File: src/rtl/alu.sv
// ---------------------------------------------------------------------------
// alu: registered integer ALU for the execute stage of the RISC datapath.
//
// Samples a, b and alu_sel on a rising clk edge where in_valid is high and
// presents the result, zero flag and out_valid one cycle later. No
// back-pressure: every accepted operation yields one out_valid pulse. With
// in_valid low, out_valid drops and result/zero_flag hold. All arithmetic is
// unsigned modulo 2^WIDTH.
//
// Parameters:
//   WIDTH      operand/result width in bits (>= 4)
//
// Ports:
//   clk        rising-edge clock
//   rst        asynchronous, active-high reset
//   in_valid   operands/alu_sel valid this cycle
//   a          operand A
//   b          operand B / shift amount (full WIDTH bits)
//   alu_sel    0 ADD, 1 SUB, 2 NOT, 3 SHL, 4 SHR, 5 AND, 6 OR, 7 CMP
//   out_valid  result/flags valid
//   result     registered result
//   zero_flag  high when the registered result is zero
//
// Optional build macro ALU_EXT_FLAGS_EN adds carry_flag, neg_flag and
// ovf_flag, registered alongside result.
// ---------------------------------------------------------------------------
module alu #(
  parameter int WIDTH = 16
) (
  input  logic             clk,
  input  logic             rst,
  input  logic             in_valid,
  input  logic [WIDTH-1:0] a,
  input  logic [WIDTH-1:0] b,
  input  logic [2:0]       alu_sel,
  output logic             out_valid,
  output logic [WIDTH-1:0] result,
  output logic             zero_flag
`ifdef ALU_EXT_FLAGS_EN
  ,
  output logic             carry_flag,
  output logic             neg_flag,
  output logic             ovf_flag
`endif
);

  typedef enum logic [2:0] {
    OP_ADD = 3'd0,
    OP_SUB = 3'd1,
    OP_NOT = 3'd2,
    OP_SHL = 3'd3,
    OP_SHR = 3'd4,
    OP_AND = 3'd5,
    OP_OR  = 3'd6,
    OP_CMP = 3'd7
  } op_e;

  op_e              op;
  logic [WIDTH-1:0] result_d, result_q;
  logic             zero_d, zero_q;
  logic             valid_q;

  assign op = op_e'(alu_sel);

  // SystemVerilog shifts by an amount >= the operand width yield zero, which
  // gives the b >= WIDTH -> 0 behaviour without an explicit range check.
  always_comb begin
    result_d = '0;
    unique case (op)
      OP_ADD: result_d = a + b;
      OP_SUB: result_d = a - b;
      OP_NOT: result_d = ~a;
      OP_SHL: result_d = a << b;
      OP_SHR: result_d = a >> b;
      OP_AND: result_d = a & b;
      OP_OR:  result_d = a | b;
      OP_CMP: begin
        result_d[0] = (a < b);
        result_d[1] = (a == b);
        result_d[2] = (a > b);
      end
      default: result_d = '0;
    endcase
    zero_d = (result_d == '0);
  end

`ifdef ALU_EXT_FLAGS_EN
  logic [WIDTH:0] sum_x, diff_x, shl_x, shr_x;
  logic           carry_d, neg_d, ovf_d;
  logic           carry_q, neg_q, ovf_q;

  // One extra bit on each side catches the carry/borrow or the last bit
  // shifted out. Shifting the widened operand by b > WIDTH clears that extra
  // bit too, so the "0 if b > WIDTH" rule falls out naturally.
  always_comb begin
    sum_x   = {1'b0, a} + {1'b0, b};
    diff_x  = {1'b0, a} - {1'b0, b};
    shl_x   = {1'b0, a} << b;
    shr_x   = {a, 1'b0} >> b;
    carry_d = 1'b0;
    ovf_d   = 1'b0;
    neg_d   = result_d[WIDTH-1];
    unique case (op)
      OP_ADD: begin
        carry_d = sum_x[WIDTH];
        ovf_d   = (a[WIDTH-1] == b[WIDTH-1]) && (result_d[WIDTH-1] != a[WIDTH-1]);
      end
      OP_SUB: begin
        carry_d = diff_x[WIDTH];
        ovf_d   = (a[WIDTH-1] != b[WIDTH-1]) && (result_d[WIDTH-1] != a[WIDTH-1]);
      end
      OP_SHL:  carry_d = shl_x[WIDTH];
      OP_SHR:  carry_d = shr_x[0];
      default: begin
        carry_d = 1'b0;
        ovf_d   = 1'b0;
      end
    endcase
  end

  always_ff @(posedge clk or posedge rst) begin
    if (rst) begin
      carry_q <= 1'b0;
      neg_q   <= 1'b0;
      ovf_q   <= 1'b0;
    end else if (in_valid) begin
      carry_q <= carry_d;
      neg_q   <= neg_d;
      ovf_q   <= ovf_d;
    end
  end

  assign carry_flag = carry_q;
  assign neg_flag   = neg_q;
  assign ovf_flag   = ovf_q;
`endif

  always_ff @(posedge clk or posedge rst) begin
    if (rst) begin
      valid_q  <= 1'b0;
      result_q <= '0;
      zero_q   <= 1'b0;
    end else begin
      valid_q <= in_valid;
      if (in_valid) begin
        result_q <= result_d;
        zero_q   <= zero_d;
      end
    end
  end

  assign out_valid = valid_q;
  assign result    = result_q;
  assign zero_flag = zero_q;

endmodule

File: config.mk
export PLATFORM = sky130hd
export DESIGN_NAME = alu
export DESIGN_NICKNAME = d
export VERILOG_FILES = /design/src/rtl/alu.sv
export SDC_FILE = /design/constraint.sdc
export NUM_CORES = 1
export LEC_CHECK = 0
export CORE_MARGIN = 2
export CORE_UTILIZATION = 40
export CTS_BUF_LIST = sky130_fd_sc_hd__clkbuf_4 sky130_fd_sc_hd__clkbuf_8 sky130_fd_sc_hd__clkbuf_16
export CTS_CLUSTER_DIAMETER = 60
export DETAILED_ROUTE_END_ITERATION = 10
export HOLD_SLACK_MARGIN = 0.02
export PLACE_DENSITY_LB_ADDON = 0.2
export SLEW_MARGIN = 20
export SYNTH_ARGS = -nofsm -noshare
export SYNTH_HDL_FRONTEND = slang
export SYNTH_SLANG_ARGS = --single-unit
File: constraint.sdc
create_clock -name clk -period 0.8 [get_ports clk]
set_input_delay 0.24 -clock clk [delete_from_list [all_inputs] [get_ports clk]]
set_output_delay 0.24 -clock clk [all_outputs]
set_load 0.02 [all_outputs]
Yosys cells after proc, flatten, opt, wreduce, memory -nomap -nowiden

Cells that the tools add are included.
W data, S select, Z words.

Register bits: 18
Bits in latches: 0
RAM bits: 0
ROM bits: 0
Bits of input ports: 38
Output and inout port bits: 18
Word-level logic and storage cells: 24
Memories kept: 0

Add/sub/neg operators: 2
$mul: 0
Div/mod/pow operators: 0
Magnitude comparators: 2
Equal/unequal tests: 8
Shifts and indexed selects: 2
Mux-type cells: 2
Bitwise logic cells: 3
Reductions and logical operators: 2

Operator list:

| cell                 | number |
|---|---|
| $pmux W13 S7         | 1 |
| $pmux W3 S8          | 1 |
| $add A16 B16 Y16     | 1 |
| $and A16 B16 Y16     | 1 |
| $eq A16 B16 Y1       | 1 |
| $gt A16 B16 Y1       | 1 |
| $logic_not A16 Y1    | 1 |
| $lt A16 B16 Y1       | 1 |
| $not A16 Y16         | 1 |
| $or A16 B16 Y16      | 1 |
| $shl A16 B16 Y16     | 1 |
| $shr A16 B16 Y16     | 1 |
| $sub A16 B16 Y16     | 1 |
| $eq A3 B3 Y1 const B | 4 |
| $eq A3 B2 Y1 const B | 2 |
| $eq A3 B1 Y1 const B | 1 |
| $logic_not A3 Y1     | 1 |

Longest topological paths before layout

Word-level depth: 3
Depth in mapped cells: 14
Depth with buffers taken out: 12

Worst setup path before layout

No wires, ideal clock.

Path type: input port to flip-flop
Start point: input b[1]
End point: register zero_q, in the netlist zero_flag
Setup time: 0.080 ns
Arrival time: 2.908 ns
Data required time: 0.720 ns
Slack: -2.188 ns
Stages on the path: 13
Cells stage by stage: buf_2 -> inv_1 -> clkbuf_1 -> ha_1 -> a211oi_1 -> o211ai_1 -> a31o_2 -> a21o_1 -> a221oi_2 -> o21ai_1 -> nor4_1 -> nand4_1 -> o22ai_2

Longest elaborated chain between the ends: 3
Elaborated cells between the ends (all ways): 12
Those cells by class: 2 x add/sub; 2 x order compare; 1 x eq/ne; 2 x shift; 2 x mux; 2 x bitwise; 1 x reduce/logical

RTL lines:

| what                                        | line | source |
|---|---|---|
| from (decl)                                 | 34   | `input logic [WIDTH-1:0] b,` |
| $sub A16 B16 Y16 (tied with other cells)    | 71   | `OP_SUB: result_d = a - b;` |
| $pmux W3 S8 or $pmux W13 S7 (tied branches) | 69   | `unique case (op)` |
| $logic_not A16 Y1 (*)                       | 84   | `zero_d = (result_d == '0);` |
| to (signal assigned)                        | 147  | `zero_q <= zero_d;` |
| to (decl)                                   | 60   | `logic zero_d, zero_q;` |

Mark *: on every way between the ends. The rest lies on a longest branch, timed or not.
A chain may end at the register's enable or synchronous reset.

Worst setup path in the final report

Start point: input b[2]
End point: register zero_q, in the netlist zero_flag

The elaborated chain is that of the path after synthesis.

==> metrics.md <==
| Metric | Value |
|---|---|
| Critical Path Fanout Max | `5` |
| TritonCTS Buffers | `3` |
| Pre-antenna DRT Iters | `5` |
| Overall die area | `0.0131 sq mm` |
| GRT overflow | `0` |
| Reg-to-Reg End | `result[4]$_DFFE_PP0P_` |
| Post-synthesis sequential area ratio | `9.25%` |
| Hold-fix buffers, CTS | `0` |
| Synth Cell Area | `0.00487 sq mm` |
| Top cell type's share of synthesized area | `13.9%` |
| Largest net degree at the start of global routing | `27` |
| Initial Util | `40.7%` |
| Net count after synthesis | `723` |
| XOR/XNOR Fraction of Synth Area | `0.360%` |
| CTS Buffer Depth | `2` |
| Worst r2r src | `result[4]$_DFFE_PP0P_` |
| Layout Skew | `0 ns` |
| PortBufs | `55` |
| Number of global-route vias before repair | `6916` |
| Fin worst setup slack | `-1.70 ns` |
| Non-Filler Instances | `1082` |
| Crit. End Element | `register` |
| Worst Setup EP | `zero_flag$_DFFE_PP0P_` |
| Final Cell Area | `0.00942 sq mm` |
| Met3 WL post-DR | `2.91 mm` |
| Fraction of registers with async set or reset after synthesis | `100%` |
| Setup CP Type | `primary input to register` |
| Final Critical Period | `2.50 ns` |
| Met1 Wirelength | `9.94 mm` |
| Residual DRC count | `0` |
| CP required | `0.97 ns` |
| Final ANT Viol Nets | `0` |
| Share of cells above drive strength 1 | `63.6%` |
| Routed via count | `6887` |
| GPL Wtd Cong | `1.00` |
| VDD IR max | `0.986 mV` |
| FF-to-FF path depth | `3` |
| Relative slew slack | `61.7%` |
| Post-synth top flop | `dfrtp_1` |
| Area contributors post-synth | `ha_1 (14%), mux4_2 (11%), dfrtp_1 (9.3%), a21oi_1 (5.1%), nand2_1 (4.0%)` |
| Core ar. | `0.0120 sq mm` |
| Static leakage | `4.05 nW` |
| Cell count after synthesis | `629` |
| Placed inst area | `0.00738 sq mm` |
| Vias per inst | `6.37` |
| HP Class | `primary input to async pin` |
| Slew Viols, Final | `0` |
| Mux contribution to synthesized area | `17.6%` |
| Post-synth EDFFs | `0` |
| Final Hold Viols | `0` |
| Max layer used | `met4` |
| YS warnings | `0` |
| Routed WL | `26.1 mm` |
| Vert. Die Dim | `114 um` |
| MaxCap Viol Count | `0` |
| Final HPWL DP | `18.3 mm` |
| CTS tree | `built` |
| Period utilization | `313%` |
| Clk sinks | `18` |
| Post-synth top area cell | `ha_1` |
| Status | `finished, violations left` |
| Clock Tree Root | `clkbuf_16` |
| Unique masters post-synth | `76` |
| Slew @ Worst Pin | `0.572 ns` |
| Flop-to-flop setup slack | `-0.24 ns` |
| PwrDens | `947 mW/mm^2` |
| Initial antenna violation count | `0` |
| First-pass GRT wire length | `38.8 mm` |
| Final setup viols | `35` |
| CP Launch Point | `b[2]` |
| Ant diodes | `0` |
| Synth Register Bits | `18` |
| Clk_lat worst skew | `0.24 ns` |
| FP Rows | `40` |
| CTS H-tree depth | `1` |
| Post-Synth Adder-Cell Area | `14.7%` |
| Overall Global Routing Usage | `38.8%` |
| Failing checks | `negative setup slack` |
| Crit path launch type | `primary input` |
| Die Wd | `114 um` |
| Area grow syn2layout | `93.5%` |
| Placed Cells | `1007` |
| Unrepaired setup endpoints after global routing | `true` |
| Clk slew on worst S/H paths | `0.06 ns` |
| Simple-gate area share of the yosys netlist | `20.2%` |
| Largest family of logic cells by synthesized area | `compound AO/OA/AOI/OAI gates` |
| DR iter-0 viols | `749` |
| IO Count | `56` |
| Metal2 WL | `12.0 mm` |
| Fmax | `400 MHz` |
| Wire per inst | `24.1 um` |
| Synthesized area per cell | `7.74 sq um` |
| Synth Area in Compound Gates | `29.2%` |
| Arrival time at the worst endpoint | `2.67 ns` |
| Fin nets | `1030` |
## cell usage in the layout, fill, tap and decap left out, types with 7 or more instances in the layout
cell type  count
o21ai_0       27
buf_12        16
o211ai_1      12
mux2i_1        9
inv_2         20
inv_4          7
mux4_2        23
inv_1         17
nand2_1       48
a21oi_2       16
buf_4        233
nor2_2         8
a21oi_1       31
mux2_4        12
buf_6         74
o21ai_2       10
nand3_1       11
dfrtp_1       18
buf_2         12
ha_1          22
nor2_1        38
ha_4          26
o21a_1        10
nor3_1         9
## metrics by stage
step | utilization [%] | hold WS (ns) | setup slack [ns] | power, mW | TNS, ns
2_1_floorplan | - | 0.179 | -1.73 | 3.66 | -23.54
3_3_place_gp | 61.7 | 0.494 | -2.37 | 5.96 | -43.86
3_5_place_dp | 61.7 | 0.502 | -2.42 | 6.01 | -44.58
4_1_cts | 75.8 | 0.321 | -1.63 | 8.36 | -26.96
5_1_grt | 78.7 | 0.346 | -1.81 | 9.27 | -29.20
6_report | 78.7 | 0.314 | -1.70 | 8.92 | -28.09
## what timing repair did
item,CTS,global route
pin swaps,108,46
buffers inserted,57,23
gates cloned,5,0
gates resized for setup,520,51
setup endpoints to repair,36,35
## cell usage after synthesis (3+ instances only)
library cell / n
ha_1: 54
nand2_1: 52
a21oi_1: 50
nor2_1: 49
inv_1: 47
o21ai_0: 37
clkbuf_1: 32
mux4_2: 23
nor3_1: 19
dfrtp_1: 18
mux2i_1: 17
nand3_1: 14
buf_2: 13
mux2_2: 13
o211ai_1: 12
nor2b_1: 10
o21a_1: 10
or3_1: 9
a211oi_1: 7
nand2b_1: 7
o31ai_1: 7
a221oi_1: 6
o2111ai_1: 6
o211a_1: 6
o21ai_1: 6
a21o_1: 5
nand3b_1: 5
nand4_1: 5
a221o_1: 4
a22oi_1: 4
a31oi_1: 4
and2_1: 4
a211o_1: 3
and4_1: 3
nor4_1: 3
o21bai_1: 3
o221a_2: 3
o22ai_1: 3
o2bb2ai_1: 3
o311ai_1: 3
or4_1: 3
## report_power, final
| group | switching [mW] | internal (mW) |
|---|---|---|
| combinational | 3.24 | 3.40 |
| clock | 0.345 | 0.761 |
| sequential | 0.111 | 1.05 |
| total | 3.70 | 5.22 |
## worst min-delay path by stage
stage	to	slack (ns)	start
2_1_floorplan	out_valid$_DFF_PP0_	0.18	rst
6_report	result[9]$_DFFE_PP0P_	0.31	rst
4_1_cts	result[0]$_DFFE_PP0P_	0.32	rst
5_1_grt	result[3]$_DFFE_PP0P_	0.35	rst
3_5_place_dp	result[11]$_DFFE_PP0P_	0.50	result[11]$_DFFE_PP0P_
3_3_place_gp	result[11]$_DFFE_PP0P_	0.49	result[11]$_DFFE_PP0P_
## kinds of logic after synthesis
family | after synthesis
adder cells (fa/ha/maj) | 56
flip-flops | 18
AO/OA/AOI/OAI | 206
multiplexers | 55
buffers and inverters | 99
XOR/XNOR | 2
AND/OR/NAND/NOR | 193
## critical path: stages
cell       delay [ns]
buf_12           0.10
inv_8            0.04
ha_4             0.27
buf_4            0.15
nor2b_4          0.12
o2111a_2         0.31
o31ai_4          0.32
o221a_2          0.24
o211a_1          0.20
o2111ai_2        0.15
nor4_2           0.28
nand4_1          0.16
o22ai_2          0.11
## area by class of cell
| cell class | count | area, sq um |
|---|---|---|
| clock buffers | 4 | 88.8 |
| fillers | 798 | 2540 |
| inverters | 49 | 230 |
| multi-input cells | 512 | 5280 |
| flip-flops and latches | 18 | 450 |
| well taps | 147 | 184 |
| repair buffers | 352 | 3190 |
## state kept, by name, summed over array words and instances (netlist names)
signal     count
out_valid      1
result        16
zero_flag      1
## routing by layer
layer  vias to the layer above  track usage [%]
met5                         -             1.96
met4                         0             14.6
met3                       117             8.42
met2                       465             62.1
met1                      3324             51.1
li1                       2981                -
Power figures use the tool's default switching activity.
==> patch (same settings) <==
The parameter `WIDTH` goes from 16 to 32.
--- a/src/rtl/alu.sv
+++ b/src/rtl/alu.sv
@@ -26,5 +26,5 @@
 // ---------------------------------------------------------------------------
 module alu #(
-  parameter int WIDTH = 16
+  parameter int WIDTH = 32
 ) (
   input  logic             clk,
Interface: changed (resized a, b and result); port bits go from 56 to 104. No check against the original RTL was run, so the function may have changed too.
==> patch against the original RTL <==
The run still ends with negative setup slack left. Hold slack better by 0.026 ns. Setup slack worse by 1.4 ns. Design area up 120%. Synthesized area up 120%. Wire length rose to 2.8 times the old value. Total power up 130%. Sequential cell count up 16. Final cell count up 140%. Critical endpoint unchanged.
==> patch: results (changes against the original RTL) <==
----------------------------------------------------
[GRT]
  Via count of the first global-routing pass ... 16500 (+140%)
  Overall global routing resource usage ... 47.3% (+8.6 points)
  Initial antenna violation count ... 4 (+4)
  Largest net degree at the start of global routing ... 55 (+100%)
  Wire length of the first global-routing pass ... 101 mm (+160%)

[Placement]
  Buffers on Ports ... 103 (+87%)
  GP Congestion ... 1.10 (+9.9%)
  Placement-stage cell area ... 16700 um2 (+130%)
  Worst slack, placed ... -3.91 ns (-1.49 ns)
  DPL Wire Length ... 51.5 mm (+180%)

[Synth]
  Sequential share of the synthesized area ... 7.92% (-1.3 points)
  Async SR Flop Fraction ... 100% (unchanged)
  Top post-synthesis cells by area ... ha_1 (13%), mux4_2 (8.6%), dfrtp_1 (7.9%)
  Syn Nets ... 1689 (+130%)
  Yosys cell types ... 83 (+9.2%)
  Top cell types by occurrence after synthesis ... nand2_1 (183), a21oi_1 (125), o21ai_0 (123)
  Warnings from Yosys ... 0 (unchanged)
  Post-synth top flop ... dfrtp_1

[Detailed routing]
  Initial detailed-routing violation count ... 2446 (+230%)
  Total wirelength of the detailed-routed design ... 73.0 mm (+180%)
  First-pass DRT Iterations ... 9 (+4)
  Total DRC errors in the routed layout ... 0 (unchanged)
  Count of vias placed by the detailed router ... 17300 (+150%)

[Finish]
  Number of flip-flops under the largest register name ... 32 (+16)
  Number of inserted filler cells in the final layout ... 1735 (+120%)
  Fraction of final layout cells sized beyond drive strength 1 ... 55.9% (-7.7 points)
  Number of nets at the end of the flow ... 2455 (+140%)

[Clock tree]
  Maximum number of buffers from clock root to sink ... 2 (unchanged)
  CTS clk-pin slew, worst paths ... around 0.050 ns
  CTS Buf Count ... 5 (+2)
  Clock root buffer ... clkbuf_16
  CTS H-tree lvls ... 2 (+1)
  Skew-Pair Late Insertion Delay ... 0.28 ns (+0.04 ns)

[STA]
  Final setup fails ... 67 (+91%)
  Setup TNS ... -81.36 ns (-53.27 ns)
  Slew of the pin with the lowest slew margin ... 0.724 ns (+0.152 ns)
  Final critical-path setup slack ... -3.15 ns (-1.45 ns)
  Final setup skew ... 0 ns (unchanged)

[Status]
  Run status ... finished with violations
  Violations in the final reports ... negative setup slack

[Critical path]
  Reg2Reg Depth ... 3 (unchanged)
  Arrival time of data at the critical path endpoint ... 4.13 ns (+1.46 ns)
  Slack of the worst reg-to-reg path ... -0.24 ns (about the same)
  Beginning of the worst register-to-register path ... result[19]
  Worst Path Max Fanout ... 3 (-2)
  Endpoint of the worst register-to-register path ... result[19]

[Power and ir drop]
  Worst-case vdd ir drop ... 0.713 mV (-28%)
  Leakage power summed over all cells ... 9.45 nW (+130%)

[Hold path]
  Path type of the worst min-delay path ... input pin to asynchronous set/reset pin

----------------------------------------------------
patch: changes by cell type after synthesis, moves of 17 or more:
cell,change
o21ai_0,+86
ha_1,+54
nor2_1,+67
inv_1,+52
a21oi_1,+75
a211oi_1,+25
nand2_1,+131
xnor2_1,+21
mux4_2,+18
clkbuf_1,+51
nand3_1,+17
mux2i_1,+35
patch: worst max-delay path: stages:
cell and delay (ns):
buf_6 0.10, buf_6 0.11, inv_4 0.06, ha_4 0.13, fa_2 0.22, nor2_2 0.05
o311a_1 0.32, a221o_2 0.45, a2111oi_4 0.37, buf_4 0.19, buf_6 0.10, buf_6 0.11
o21ai_4 0.10, buf_6 0.14, and4_1 0.15, nor4_1 0.27, o21ai_1 0.14, nor4_1 0.36
nand4_1 0.18, o41ai_2 0.32
patch: cells by family (layout without fill, tap and decap cells):
kind of cell | Yosys count | after routing | share of synthesized area [%]
mux | 122 | 122 | 16.7
xor+xnor | 27 | 27 | 2.20
fa+ha+maj | 110 | 110 | 12.9
simple gates | 485 | 485 | 20.9
buf+inv | 225 | 992 | 8.61
compound gates | 506 | 506 | 30.7
flops | 34 | 34 | 7.92
other cells | 0 | 1 | 0
patch: layout make-up:
cell class	instances	area, um2	share of cell area [%]
clock buffer	7	146	0.708
tap	341	427	2.06
multi-input combinational	1250	11200	54.1
timing repair buffer	884	7640	36.9
inverter	100	420	2.03
clock inverter	1	5.00	0.0242
sequential	34	851	4.11
antenna	1	2.50	0.0121
patch: through the flow:
step	cells	hold slack, ns
after floorplan	1509	0.181
after global placement	2454	0.491
after detailed placement	2454	0.504
after CTS	2583	0.338
after global routing	2618	0.350
final	2618	0.340
patch: routing by layer:
metal / part of all wire (%) / up-vias / track usage [%]
met5: 0.034 / - / 0
met4: 9.6 / 4 / 28.0
met3: 14 / 525 / 12.5
met2: 41 / 1555 / 73.6
met1: 35 / 8126 / 59.0
li1: - / 7103 / -
patch: how the worst max path moves through the flow:
stage | depth (start not counted) | start | slack [ns] | end
after floorplan | 17 | b[2] | -3.14 | zero_flag
after global placement | 15 | a[0] | -3.85 | zero_flag
after detailed placement | 15 | a[0] | -3.91 | zero_flag
after CTS | 17 | a[0] | -3.22 | zero_flag
after global routing | 20 | a[0] | -3.23 | zero_flag
final | 20 | a[0] | -3.15 | zero_flag
patch: where the power goes:
part	internal, mW	total, mW	switching [mW]
clock network	1.27	1.95	0.685
logic	7.88	16.3	8.42
registers	1.97	2.17	0.199
patch: repair_timing:
item | in CTS | in global routing
endpoints found under the setup margin | 67 | 67
hold buffers | 0 | 0
resized for setup | 816 | 144
setup buffers | 128 | 62
hold endpoints to repair | 0 | 0
pin swaps | 150 | 97
cloned | 5 | 0
